===== src/rtl/rede_float_feeder_if.sv =====
// Purpose: sample feeder bus; carries upstream push handshake, network request/present and status.
// Latency: n/a (signal bundle only).
// Backpressure: s_ready from the feeder throttles s_valid; req_in from the network paces in_data.
// Ports (master = producer/network side, slave = feeder):
//   flush, s_valid, s_data, req_in        -> into the feeder
//   s_ready, in_data, in_valid, level, underflow <- out of the feeder
interface rede_float_feeder_if #(
  parameter int DATA_W = 19,
  parameter int DEPTH  = 16
);
  localparam int LVL_W = $clog2(DEPTH) + 1;

  logic              flush;
  logic              s_valid;
  logic [DATA_W-1:0] s_data;
  logic              s_ready;
  logic [3:0]        req_in;
  logic [DATA_W-1:0] in_data;
  logic              in_valid;
  logic [LVL_W-1:0]  level;
  logic              underflow;

  modport master (
    output flush, s_valid, s_data, req_in,
    input  s_ready, in_data, in_valid, level, underflow
  );

  modport slave (
    input  flush, s_valid, s_data, req_in,
    output s_ready, in_data, in_valid, level, underflow
  );
endinterface


===== src/rtl/rede_float_feeder.sv =====
// Purpose: FIFO feeder presenting the oldest buffered sample show-ahead to rede_float, gated by a prefill threshold.
// Latency: a push into an empty feeder appears on in_data on the accepting edge; a pop exposes the next sample on the same edge.
// Backpressure: s_ready drops when DEPTH samples are held or during flush; upstream must hold s_valid/s_data.
// Ports: clk, rst (async active-low), bus (rede_float_feeder_if.slave):
//   flush / s_valid / s_data / s_ready push side, req_in / in_data / in_valid network side,
//   level (held samples incl. the one on in_data), underflow (sticky request-on-empty).
module rede_float_feeder #(
  parameter int         DATA_W   = 19,
  parameter int         DEPTH    = 16,
  parameter int         PREFILL  = 4,
  parameter logic [3:0] REQ_CODE = 4'd1
) (
  input  logic               clk,
  input  logic               rst,
  rede_float_feeder_if.slave bus
);
  localparam int AW = $clog2(DEPTH);
  localparam int LW = AW + 1;

  localparam logic [0:0] ST_FILL = 1'b0;
  localparam logic [0:0] ST_RUN  = 1'b1;

  logic [0:0]        state, state_nx;
  logic [DATA_W-1:0] mem [DEPTH];
  logic [AW-1:0]     wr_ptr, rd_ptr;
  logic [LW-1:0]     level_q, level_nx;
  logic [DATA_W-1:0] data_q, data_nx;
  logic              valid_q;
  logic              uf_q;

  logic push, pop_req, pop, uf_hit;

  assign bus.s_ready = (level_q < LW'(DEPTH)) && !bus.flush;

  assign push    = bus.s_valid && bus.s_ready;
  assign pop_req = (bus.req_in == REQ_CODE);
  assign pop     = pop_req && (state == ST_RUN) && (level_q != '0);
  assign uf_hit  = pop_req && (state == ST_RUN) && (level_q == '0);

  always_comb begin
    level_nx = level_q;
    if (push && !pop)
      level_nx = level_q + LW'(1);
    else if (pop && !push)
      level_nx = level_q - LW'(1);
  end

  // Requests are never honoured in FILL, so the level there only grows.
  always_comb begin
    state_nx = state;
    if (state == ST_FILL && level_nx >= LW'(PREFILL))
      state_nx = ST_RUN;
  end

  // in_data is a registered copy of the head entry. The head also stays in
  // mem, so after a pop the next-oldest sample is mem[rd_ptr+1] when one is
  // already stored; with a single entry left the only candidate is the
  // sample being pushed on this very edge.
  always_comb begin
    data_nx = data_q;
    if (pop) begin
      if (level_q >= LW'(2))
        data_nx = mem[rd_ptr + AW'(1)];
      else if (push)
        data_nx = bus.s_data;
    end else if (push && level_q == '0) begin
      data_nx = bus.s_data;
    end
  end

  always_ff @(posedge clk) begin
    if (push)
      mem[wr_ptr] <= bus.s_data;
  end

  always_ff @(posedge clk or negedge rst) begin
    if (!rst) begin
      state   <= ST_FILL;
      wr_ptr  <= '0;
      rd_ptr  <= '0;
      level_q <= '0;
      data_q  <= '0;
      valid_q <= 1'b0;
      uf_q    <= 1'b0;
    end else if (bus.flush) begin
      state   <= ST_FILL;
      wr_ptr  <= '0;
      rd_ptr  <= '0;
      level_q <= '0;
      data_q  <= '0;
      valid_q <= 1'b0;
      uf_q    <= 1'b0;
    end else begin
      state   <= state_nx;
      level_q <= level_nx;
      data_q  <= data_nx;
      valid_q <= (state_nx == ST_RUN) && (level_nx != '0);
      if (push)
        wr_ptr <= wr_ptr + AW'(1);
      if (pop)
        rd_ptr <= rd_ptr + AW'(1);
      if (uf_hit)
        uf_q <= 1'b1;
    end
  end

  assign bus.in_data   = data_q;
  assign bus.in_valid  = valid_q;
  assign bus.level     = level_q;
  assign bus.underflow = uf_q;
endmodule


===== src/flat_wrapper.sv =====
// flat-port wrapper written by rule: the top's interface ports become plain ports
module rede_float_feeder_flat 
#(
  parameter int         DATA_W   = 19,
  parameter int         DEPTH    = 16,
  parameter int         PREFILL  = 4,
  parameter logic [3:0] REQ_CODE = 4'd1
)
  (clk, rst, bus_flush, bus_s_valid, bus_s_data, bus_req_in, bus_s_ready, bus_in_data, bus_in_valid, bus_level, bus_underflow);
  rede_float_feeder_if #(.DATA_W(DATA_W), .DEPTH(DEPTH)) bus_i ();
  input  logic clk;
  input  logic rst;
  input wire logic [$bits(bus_i.flush)-1:0] bus_flush;
  input wire logic [$bits(bus_i.s_valid)-1:0] bus_s_valid;
  input wire logic [$bits(bus_i.s_data)-1:0] bus_s_data;
  input wire logic [$bits(bus_i.req_in)-1:0] bus_req_in;
  output wire logic [$bits(bus_i.s_ready)-1:0] bus_s_ready;
  output wire logic [$bits(bus_i.in_data)-1:0] bus_in_data;
  output wire logic [$bits(bus_i.in_valid)-1:0] bus_in_valid;
  output wire logic [$bits(bus_i.level)-1:0] bus_level;
  output wire logic [$bits(bus_i.underflow)-1:0] bus_underflow;
  assign bus_i.flush = bus_flush;
  assign bus_i.s_valid = bus_s_valid;
  assign bus_i.s_data = bus_s_data;
  assign bus_i.req_in = bus_req_in;
  assign bus_s_ready = bus_i.s_ready;
  assign bus_in_data = bus_i.in_data;
  assign bus_in_valid = bus_i.in_valid;
  assign bus_level = bus_i.level;
  assign bus_underflow = bus_i.underflow;
  rede_float_feeder #(.DATA_W(DATA_W), .DEPTH(DEPTH), .PREFILL(PREFILL), .REQ_CODE(REQ_CODE)) u_core (.clk(clk), .rst(rst), .bus(bus_i));
endmodule

===== config.mk =====
export PLATFORM = sky130hd
export DESIGN_NAME = rede_float_feeder_flat
export DESIGN_NICKNAME = d
export VERILOG_FILES = /design/src/rtl/rede_float_feeder_if.sv /design/src/rtl/rede_float_feeder.sv /design/src/flat_wrapper.sv
export SDC_FILE = /design/constraint.sdc
export NUM_CORES = 1
export LEC_CHECK = 0
export ABC_AREA = 0
export BUFFER_PORTS_ARGS = -buffer_cell sky130_fd_sc_hd__buf_2
export CAP_MARGIN = 20
export CORE_UTILIZATION = 58
export CTS_BUF_LIST = sky130_fd_sc_hd__clkbuf_8
export CTS_CLUSTER_DIAMETER = 60
export DETAILED_ROUTE_END_ITERATION = 8
export PLACE_DENSITY = 0.79
export SLEW_MARGIN = 20
export SYNTH_ARGS = -nofsm -noshare
export SYNTH_HDL_FRONTEND = slang
export SYNTH_SLANG_ARGS = --single-unit

===== constraint.sdc =====
create_clock -name clk -period 2.4 [get_ports clk]
set_input_delay 0.6 -clock clk [delete_from_list [all_inputs] [get_ports clk]]
set_output_delay 0.6 -clock clk [all_outputs]
set_load 0.01 [all_outputs]

==> results of run 1 <==
[how the worst min path moves through the flow]
stage | endpoint | slack (ns) | cells after the start
floorplan | u_core.bus.in_data[0] | 0.30 | 0
global placement | u_core.bus.underflow | 0.48 | 2
detailed placement | u_core.bus.underflow | 0.48 | 2
CTS | u_core.bus.in_data[4] | 0.11 | 1
global route | u_core.bus.in_data[4] | 0.14 | 1
finish | u_core.bus.in_data[4] | 0.10 | 1
[registers in the layout, summed over array words and instances (netlist names)]
name	cells
u_core.bus.in_data	19
u_core.bus.in_valid	1
u_core.bus.level	5
u_core.bus.underflow	1
u_core.mem	304
u_core.rd_ptr	4
u_core.state	1
u_core.wr_ptr	4
[area by class of cell]
class / count / share of cell area (%)
multi-input cells: 296 / 21.5
clock inverters: 39 / 1.49
inverters: 46 / 1.10
clock buffers: 53 / 4.64
flip-flops and latches: 339 / 63.6
repair buffers: 94 / 5.23
well taps: 313 / 2.49
[what timing repair did]
item                                    in CTS  in global routing
hold buffers                                 0                  0
setup buffers                                0                  2
hold endpoints to repair                     0                  0
endpoints found under the setup margin       0                 20
[per-stage QoR]
step,cell area (um^2),total power [uW],setup WS (ns),instances,utilization (%)
2_1_floorplan,13700,6950,0.0466,715,-
3_3_place_gp,14800,7180,0.0889,1086,64.4
3_5_place_dp,14800,7220,0.0328,1086,64.4
4_1_cts,15700,11700,0.0221,1178,68.6
5_1_grt,15700,12000,0.0541,1180,68.7
6_report,15700,11600,0.128,1180,68.7
[layout by cell type, fill, tap and decap left out, drive strengths merged, types with 3 or more instances in the layout]
master and n:
edfxtp 304, buf 94, mux4 76, inv 57
clkbuf 53, nand2 43, mux2i 39, dfrtp 35
clkinv 24, nor2 19, o22ai 19, a31o 19
and2 16, xnor2 7, ha 7, a21oi 5
a211oi 5, xor2 5, a31oi 3, bufinv 3
o21ai 3
[worst reg2reg max path, stage by stage, from the launching register on]
cell	delay [ns]
dfrtp_4	0.57
ha_4	0.33
buf_4	0.32
mux4_2	0.36
mux2i_1	0.22
nand2_1	0.11
a31o_1	0.26
[per-layer routing]
metal	wire [um]	vias to the layer above	GRT usage, %
li1	-	3074	-
met1	11300	3726	33.7
met2	14700	390	41.6
met3	2270	79	4.94
met4	923	0	9.76
met5	0	-	0
[cells by family after synthesis]
kind of cell | synth area share (%)
DFF | 73.1
adders and majority gates | 0.640
buffers and inverters | 2.59
xor gates and xnor gates | 0.768
muxes | 15.4
AOI/OAI and AO/OA | 3.67
and+or+nand+nor | 3.89
[power groups by stage]
stage | logic [uW] | registers [uW] | clock network, uW
6_report | 561 | 6560 | 4500
5_1_grt | 602 | 6570 | 4800
4_1_cts | 541 | 6560 | 4570
3_5_place_dp | 537 | 6680 | 0
3_3_place_gp | 505 | 6680 | 0
2_1_floorplan | 257 | 6690 | 0
==> impl_results.md, run 1 <==
- Dominant cell type by area after synthesis: edfxtp_1
- Startpoint Class: flip-flop
- Reg area: 0.0100 mm^2
- Post-synth top cells: edfxtp_1, mux4_2, inv_1, nand2_1, mux2i_1
- Flops & latches, synth: 339
- DRC violations left: 0
- # H-tree levels: 2
- Die H: 156 um
- Area Overhead vs Synth: 15.0%
- Synth Warn #: 0
- Pwr per Cell Area: 739 mW/mm^2
- GRT Resource Usage Total: 25.3%
- DR vias: 7,269
- Top FF cell, synth: edfxtp_1
- Clk slew on worst S/H paths: 0.08 ns
- LEAKAGE: 0.00562 uW
- WL per Instance: 24.7 um
- Critical setup path kind: flip-flop to flip-flop
- Worst Path Max Fanout: 21
- Final net count: 862
- Worst clock skew: 0.0215 ns
- Final hold viol count: 0
- Reg2reg path depth: 6
- Max IR drop VDD: 0.000573 V
- Sw Share: 21.8%
- Buf/Inv on CP: 1
- Post_cts resized: 0
- R2R setup slack: 0.13 ns
- Number of global-route vias before repair: 7,584
- Antenna Nets Post-Route: 0
- Combinational share of power: 4.8%
- Clock buffer depth: 3
- CP max-delay cell: dfrtp_4
- Critical path capture point: u_core.bus.in_data[7]
- TritonCTS buffer count: 51
- Fillers: 1,403
- P_sw: 2540 uW
- CTS tree: done
- Via/cell ratio: 6.16
- Reg-to-reg critical path endpoint: u_core.bus.in_data[7]
- Critical Path Stages: 6
- Fin crit share: 94.7%
- Seq/Total Area, Yosys: 73.1%
- TritonCTS Sinks: 339
- Mapped Avg Cell Area: 19.1 um^2
- Fmax achieved: 440 MHz
- Chip Width: 156 um
- Outcome: finished clean
- Worst slew pin tran: 0.753 ns
- 1st-iter DRT viols: 850
- Share of synthesized flip-flops with an asynchronous set or reset: 10.3%
- HPWL after detailed placement: 16.5 mm
- Tmin final: 2.27 ns
- Worst rel slew slack: 49.8%
- Antenna Cells: 0
- First-pass GRT wire length: 44.3 mm
- Sequential power share: 56.5%
- Max-capacitance violation count: 0
- DRT Pass-1 Iters: 5
- Worst Setup SP: u_core.rd_ptr[0]
- Clk pwr share: 38.7%
- Max-slew violations: 0
- Initial Utilization: 59.7%
- Largest net degree at the start of global routing: 40
- Top cell type's share of synthesized area: 66.7%
- Row count: 55
- Crit path largest cell delay: 0.57 ns
- Netlist cell types: 54
- Min Hold Slack: 0.104 ns
- Core area: 0.0229 mm^2
- Port Buffers: 53
- Syn_nets: 749
- Total Die Area: 0.0242 mm^2
- Fin Setup TNS: 0 ns
- # IOs: 54
- Worst Path Required: 2.86 ns
- Multi-input combinational cell area: 0.00338 mm^2
- Remaining global-route overflow: 0
- Gate count after technology mapping: 715
- Final WL: 29.2 mm
- Synthesized cell area: 0.0137 mm^2
- Root buffer selected by CTS: clkbuf_8
- RSZ-0062 raised after global routing: no
- Internal Power: 9090 uW
- Initial antenna violation count: 0
- Worst path arrival time: 2.73 ns
- Path type of the worst min-delay path: input pin to async pin
- R2R Path Start: u_core.rd_ptr[0]
- Delay-heaviest family, CP: flip-flops
- Count leader, synth: edfxtp_1
- Synth area leaders: edfxtp_1, mux4_2, dfrtp_1
- Placer Congestion: 0.885
- CP Cell Sequence: ha_4, buf_4, mux4_2, mux2i_1, nand2_1, a31o_1
- Final setup viols: 0
- Crit end category: flip-flop
- Worst-Skew Late Latency: 0.57 ns
- Fraction of layout cells with a size suffix above 1: 30.0%
- Post-synth EDFFs: 304
Note: power is estimated with default switching activity, not from simulation.
==> run 2, diff against run 1 <==
--- a/config.mk
+++ b/config.mk
@@ -12,6 +12,7 @@
 export CTS_BUF_LIST = sky130_fd_sc_hd__clkbuf_8
 export CTS_CLUSTER_DIAMETER = 60
 export DETAILED_ROUTE_END_ITERATION = 8
+export GPL_TIMING_DRIVEN = 0
 export PLACE_DENSITY = 0.79
 export SLEW_MARGIN = 20
 export SYNTH_ARGS = -nofsm -noshare
==> impl_results.md, run 2 (same netlist as run 1, synthesis figures left out) <==
- Max IR drop VDD: 0.000442 V
- Pwr per Cell Area: 762 mW/mm^2
- Max-capacitance violation count: 0
- Antenna Nets Post-Route: 0
- Met2 global-route usage: 39.3%
- Outcome: finished clean
- Worst rel slew slack: 37.7%
- Max-slew violations: 0
- Total Die Area: 0.0242 mm^2
- Worst slew pin tran: 0.934 ns
- Path type of the worst min-delay path: input pin to async pin
- Worst path arrival time: 2.51 ns
- Clock buffer depth: 3
- Worst Setup SP: u_core.bus.level[4]
- Final WL: 29.3 mm
- Port Buffers: 53
- Critical setup path kind: flip-flop to flip-flop
- Core area: 0.0229 mm^2
- CTS tree: done
- # H-tree levels: 2
- Via/cell ratio: 6.17
- WL per Instance: 24.8 um
- M1 GR Usage: 35.2%
- LEAKAGE: 0.00564 uW
- DRC violations left: 0
- Final setup viols: 0
- Die H: 156 um
- Worst clock skew: 0.0285 ns
- Fin crit share: 95.3%
- DRT Pass-1 Iters: 5
- DR vias: 7,290
- Crit end category: flip-flop
- Worst-Skew Late Latency: 0.58 ns
- Worst Path Required: 2.62 ns
- Row count: 55
- Final hold viol count: 0
- Final net count: 860
- Fmax achieved: 437 MHz
- Number of global-route vias before repair: 7,501
- Fraction of layout cells with a size suffix above 1: 32.3%
- Fin worst setup slack: 0.113 ns
- Remaining global-route overflow: 0
- Largest net degree at the start of global routing: 36
- Startpoint Class: flip-flop
- Total Power: 11,900 uW
- Antenna Cells: 0
- # IOs: 54
- First-pass GRT wire length: 44.1 mm
- Most frequent cells in the layout: edfxtp_1, mux4_2, inv_1, clkbuf_8, buf_2
- Tmin final: 2.29 ns
- HPWL after detailed placement: 17.9 mm
- GR peak layer: met2
- RSZ-0062 raised after global routing: no
- TritonCTS Sinks: 339
- TritonCTS buffer count: 52
- Placer Congestion: 0.916
- Setup WS pre-CTS: -0.797 ns
- GRT Resource Usage Total: 25.1%
- Initial Utilization: 59.7%
- Root buffer selected by CTS: clkbuf_8
- Chip Width: 156 um
- Fin Setup TNS: 0 ns
- Max reg flops: 304
- Met3 Use GR: 5.00%
- Most common cell after layout, fill and taps aside: edfxtp_1
- Largest reg by FF count: u_core.mem
- Initial antenna violation count: 0
- Fillers: 1,397
- R2R Path Start: u_core.bus.level[4]
- Area Overhead vs Synth: 14.2%
- Clk slew on worst S/H paths: 0.06 ns
- 1st-iter DRT viols: 772
- Worst Path Max Fanout: 19
run 2: cell types whose count changed in the layout (fill, tap and decap cells not counted), sizes merged:
cell and change:
clkinvlp +1, clkinv -11, buf -15, inv +7, clkbuf +20
run 2: critical path, cell delays in order, from the launching register on:
cell	delay (ns)
dfrtp_1	0.39
buf_6	0.15
or3b_1	0.39
buf_6	0.16
nor3b_2	0.39
and2_4	0.45
run 2: power breakdown:
group          switching, uW  total [uW]  internal, uW
sequential              59.0        6580          6520
combinational            349         544           195
clock                   2170        4800          2630
run 2: worst paths after layout:
path / to / slack, ns / cells past startpoint
max in group asynchronous: u_core.bus.in_data[10] / 1.63 / 1
hold reg to reg: u_core.bus.underflow / 0.50 / 2
hold / removal: u_core.bus.in_data[1] / 0.17 / 1
setup / recovery: u_core.mem[11][10] / 0.11 / 5
setup reg to reg: u_core.mem[11][10] / 0.11 / 5
min in group clk: u_core.mem[9][16] / 0.41 / 1
run 2: what timing repair did:
item,CTS,global route
setup buffers,4,0
pin swaps,2,0
gates resized for setup,57,21
hold buffers,0,0
setup endpoints to repair,309,229
run 2: layer usage:
layer | wire length, um | vias to the layer above | share of wire, %
met5 | 0 | - | 0
met4 | 805 | 0 | 2.7
met3 | 2250 | 62 | 7.7
met2 | 14200 | 351 | 49
met1 | 12000 | 3797 | 41
li1 | - | 3080 | -
run 2: per-stage QoR:
step / hold slack [ns] / area [um^2] / cells / utilization (%)
finish: 0.166 / 15600 / 1182 / 68.2
global route: 0.212 / 15600 / 1182 / 68.2
CTS: 0.159 / 15600 / 1183 / 68.1
detailed placement: 0.492 / 14400 / 1083 / 62.7
global placement: 0.484 / 14300 / 1081 / 62.6
floorplan: 0.304 / 13700 / 715 / -
run 2: final cells by class:
| cell class | count | area (um^2) | area share, % |
|---|---|---|---|
| multi-input combinational | 296 | 3410 | 21.8 |
| clock inverter | 36 | 226 | 1.45 |
| buffer | 32 | 263 | 1.68 |
| sequential | 339 | 10000 | 64.0 |
| inverter | 46 | 173 | 1.10 |
| tap | 313 | 392 | 2.50 |
| timing repair buffer | 59 | 325 | 2.08 |
| clock buffer | 61 | 840 | 5.37 |
==> run 3, diff against run 2 <==
--- a/config.mk
+++ b/config.mk
@@ -14,6 +14,7 @@
 export DETAILED_ROUTE_END_ITERATION = 8
 export GPL_TIMING_DRIVEN = 0
 export PLACE_DENSITY = 0.79
+export REMOVE_ABC_BUFFERS = 1
 export SLEW_MARGIN = 20
 export SYNTH_ARGS = -nofsm -noshare
 export SYNTH_HDL_FRONTEND = slang
==> impl_results.md, run 3 (same netlist as run 1, synthesis figures left out) <==
- WL per Instance: 25.6 um
- Max-slew violations: 0
- Tmin final: 2.32 ns
- Worst slew pin tran: 1.07 ns
- Clock buffer depth: 3
- Fin crit share: 96.5%
- Path type of the worst min-delay path: input pin to async pin
- Pwr per Cell Area: 759 mW/mm^2
- Crit path largest cell delay: 0.57 ns
- Reg2reg path depth: 7
- # H-tree levels: 2
- Worst rel slew slack: 28.8%
- GRT Resource Usage Total: 25.5%
- CTS tree: done
- CP Cell Sequence: nand3_1, xor2_4, buf_16, buf_16, mux2i_1, nand2_1, a31o_2
- Critical setup path kind: flip-flop to flip-flop
- Placer Congestion: 0.795
- Final net count: 854
- Setup WS pre-CTS: -0.464 ns
- Delay-heaviest family, CP: flip-flops
- Crit end category: flip-flop
- Number of global-route vias before repair: 7,692
- DRC violations left: 0
- Post-layout util: 69.3%
- DRT Pass-1 Iters: 5
- Worst path arrival time: 2.77 ns
- Reg-to-reg critical path endpoint: u_core.bus.in_data[2]
- Critical Path Stages: 7
- Area Overhead vs Synth: 16.0%
- LEAKAGE: 0.00571 uW
- Outcome: finished clean
- Final hold viol count: 0
- Max-capacitance violation count: 0
- Most frequent CP cell: buf_16
- Fin Setup TNS: 0 ns
- Port Buffers: 53
- 1st-iter DRT viols: 778
- Initial Utilization: 59.7%
- Fillers: 1,376
- DR vias: 7,213
- Antenna Nets Post-Route: 0
- R2R Path Start: u_core.rd_ptr[2]
- Core area: 0.0229 mm^2
- Via/cell ratio: 6.14
- Root buffer selected by CTS: clkbuf_8
- Clk slew on worst S/H paths: 0.08 ns
- CP max-delay cell: dfrtp_1
- Most frequent cells in the layout: edfxtp_1, mux4_2, inv_1
- Initial antenna violation count: 1
- Row count: 55
- Reg area: 0.0100 mm^2
- Worst clock skew: 0.0322 ns
- Fmax achieved: 432 MHz
- Worst Path Max Fanout: 12
- Multi-input combinational cell area: 0.00346 mm^2
- Max IR drop VDD: 0.000458 V
- Fin worst setup slack: 0.0840 ns
- Buf/Inv on CP: 2
- HPWL after detailed placement: 15.8 mm
- Chip Width: 156 um
- Fraction of layout cells with a size suffix above 1: 32.5%
- TritonCTS buffer count: 52
- Total Die Area: 0.0242 mm^2
- TritonCTS Sinks: 339
- Largest reg by FF count: u_core.mem
- RSZ-0062 raised after global routing: no
- Largest net degree at the start of global routing: 44
- Hold_buf cts: 0
- Worst-Skew Late Latency: 0.59 ns
- Die H: 156 um
- Final WL: 30.1 mm
- R2R setup slack: 0.08 ns
- Max reg flops: 304
- Most common cell after layout, fill and taps aside: edfxtp_1
- # IOs: 54
- Final setup viols: 0
- Remaining global-route overflow: 0
- Startpoint Class: flip-flop
- Worst Path Required: 2.85 ns
- Min Hold Slack: 0.192 ns
- First-pass GRT wire length: 44.2 mm
[run 3: where the power goes]
| part | internal, uW | total (uW) | switching [uW] |
|---|---|---|---|
| clock network | 2700 | 4920 | 2230 |
| registers | 6520 | 6570 | 51.0 |
| logic | 203 | 558 | 355 |
| total | 9420 | 12100 | 2630 |
[run 3: per-stage QoR]
step | cell area (um^2) | instances | power (uW)
2_1_floorplan | 13500 | 681 | 6930
3_3_place_gp | 14200 | 1047 | 7150
3_5_place_dp | 14500 | 1057 | 7190
4_1_cts | 15700 | 1162 | 12000
5_1_grt | 15900 | 1174 | 12400
6_report | 15900 | 1175 | 12100
[run 3: worst max path at each step]
stage               slack (ns)                    end           startpoint
global route             0.002    u_core.bus.level[1]  u_core.bus.level[1]
floorplan                -4.48  u_core.bus.in_data[0]     u_core.rd_ptr[0]
CTS                      -0.14     u_core.mem[11][10]  u_core.bus.level[4]
finish                    0.08  u_core.bus.in_data[2]     u_core.rd_ptr[2]
global placement         -7.73  u_core.bus.in_data[2]     u_core.rd_ptr[0]
detailed placement       -0.46     u_core.mem[11][15]            bus_flush
[run 3: cell type report]
cell class / instances / area share (%)
Sequential cell: 339 / 63.0
Multi-Input combinational cell: 296 / 21.8
Timing Repair Buffer: 85 / 4.95
Clock buffer: 56 / 4.85
Tap cell: 313 / 2.47
Clock inverter: 39 / 1.86
Inverter: 46 / 1.09
Antenna cell: 1 / 0.0158
[run 3: what timing repair did]
| item | CTS | global route |
|---|---|---|
| buffers inserted | 8 | 12 |
| endpoints found under the hold margin | 0 | 0 |
| endpoints found under the setup margin | 323 | 249 |
| pin swaps | 3 | 2 |
| resized for setup | 10 | 10 |
| gates cloned | 2 | 0 |
[run 3: worst register-to-register path, cell delays in order (launching register included)]
cell	delay, ns
dfrtp_1	0.57
nand3_1	0.33
xor2_4	0.32
buf_16	0.20
buf_16	0.16
mux2i_1	0.22
nand2_1	0.10
a31o_2	0.27
[run 3: layer usage]
metal  vias up  global-route usage (%)  share of wire [%]
met5         -                       0                  0
met4         0                    10.5                2.8
li1       3066                       -                  -
met2       361                    42.7                 51
met3        72                    5.42                7.4
met1      3714                    32.8                 39
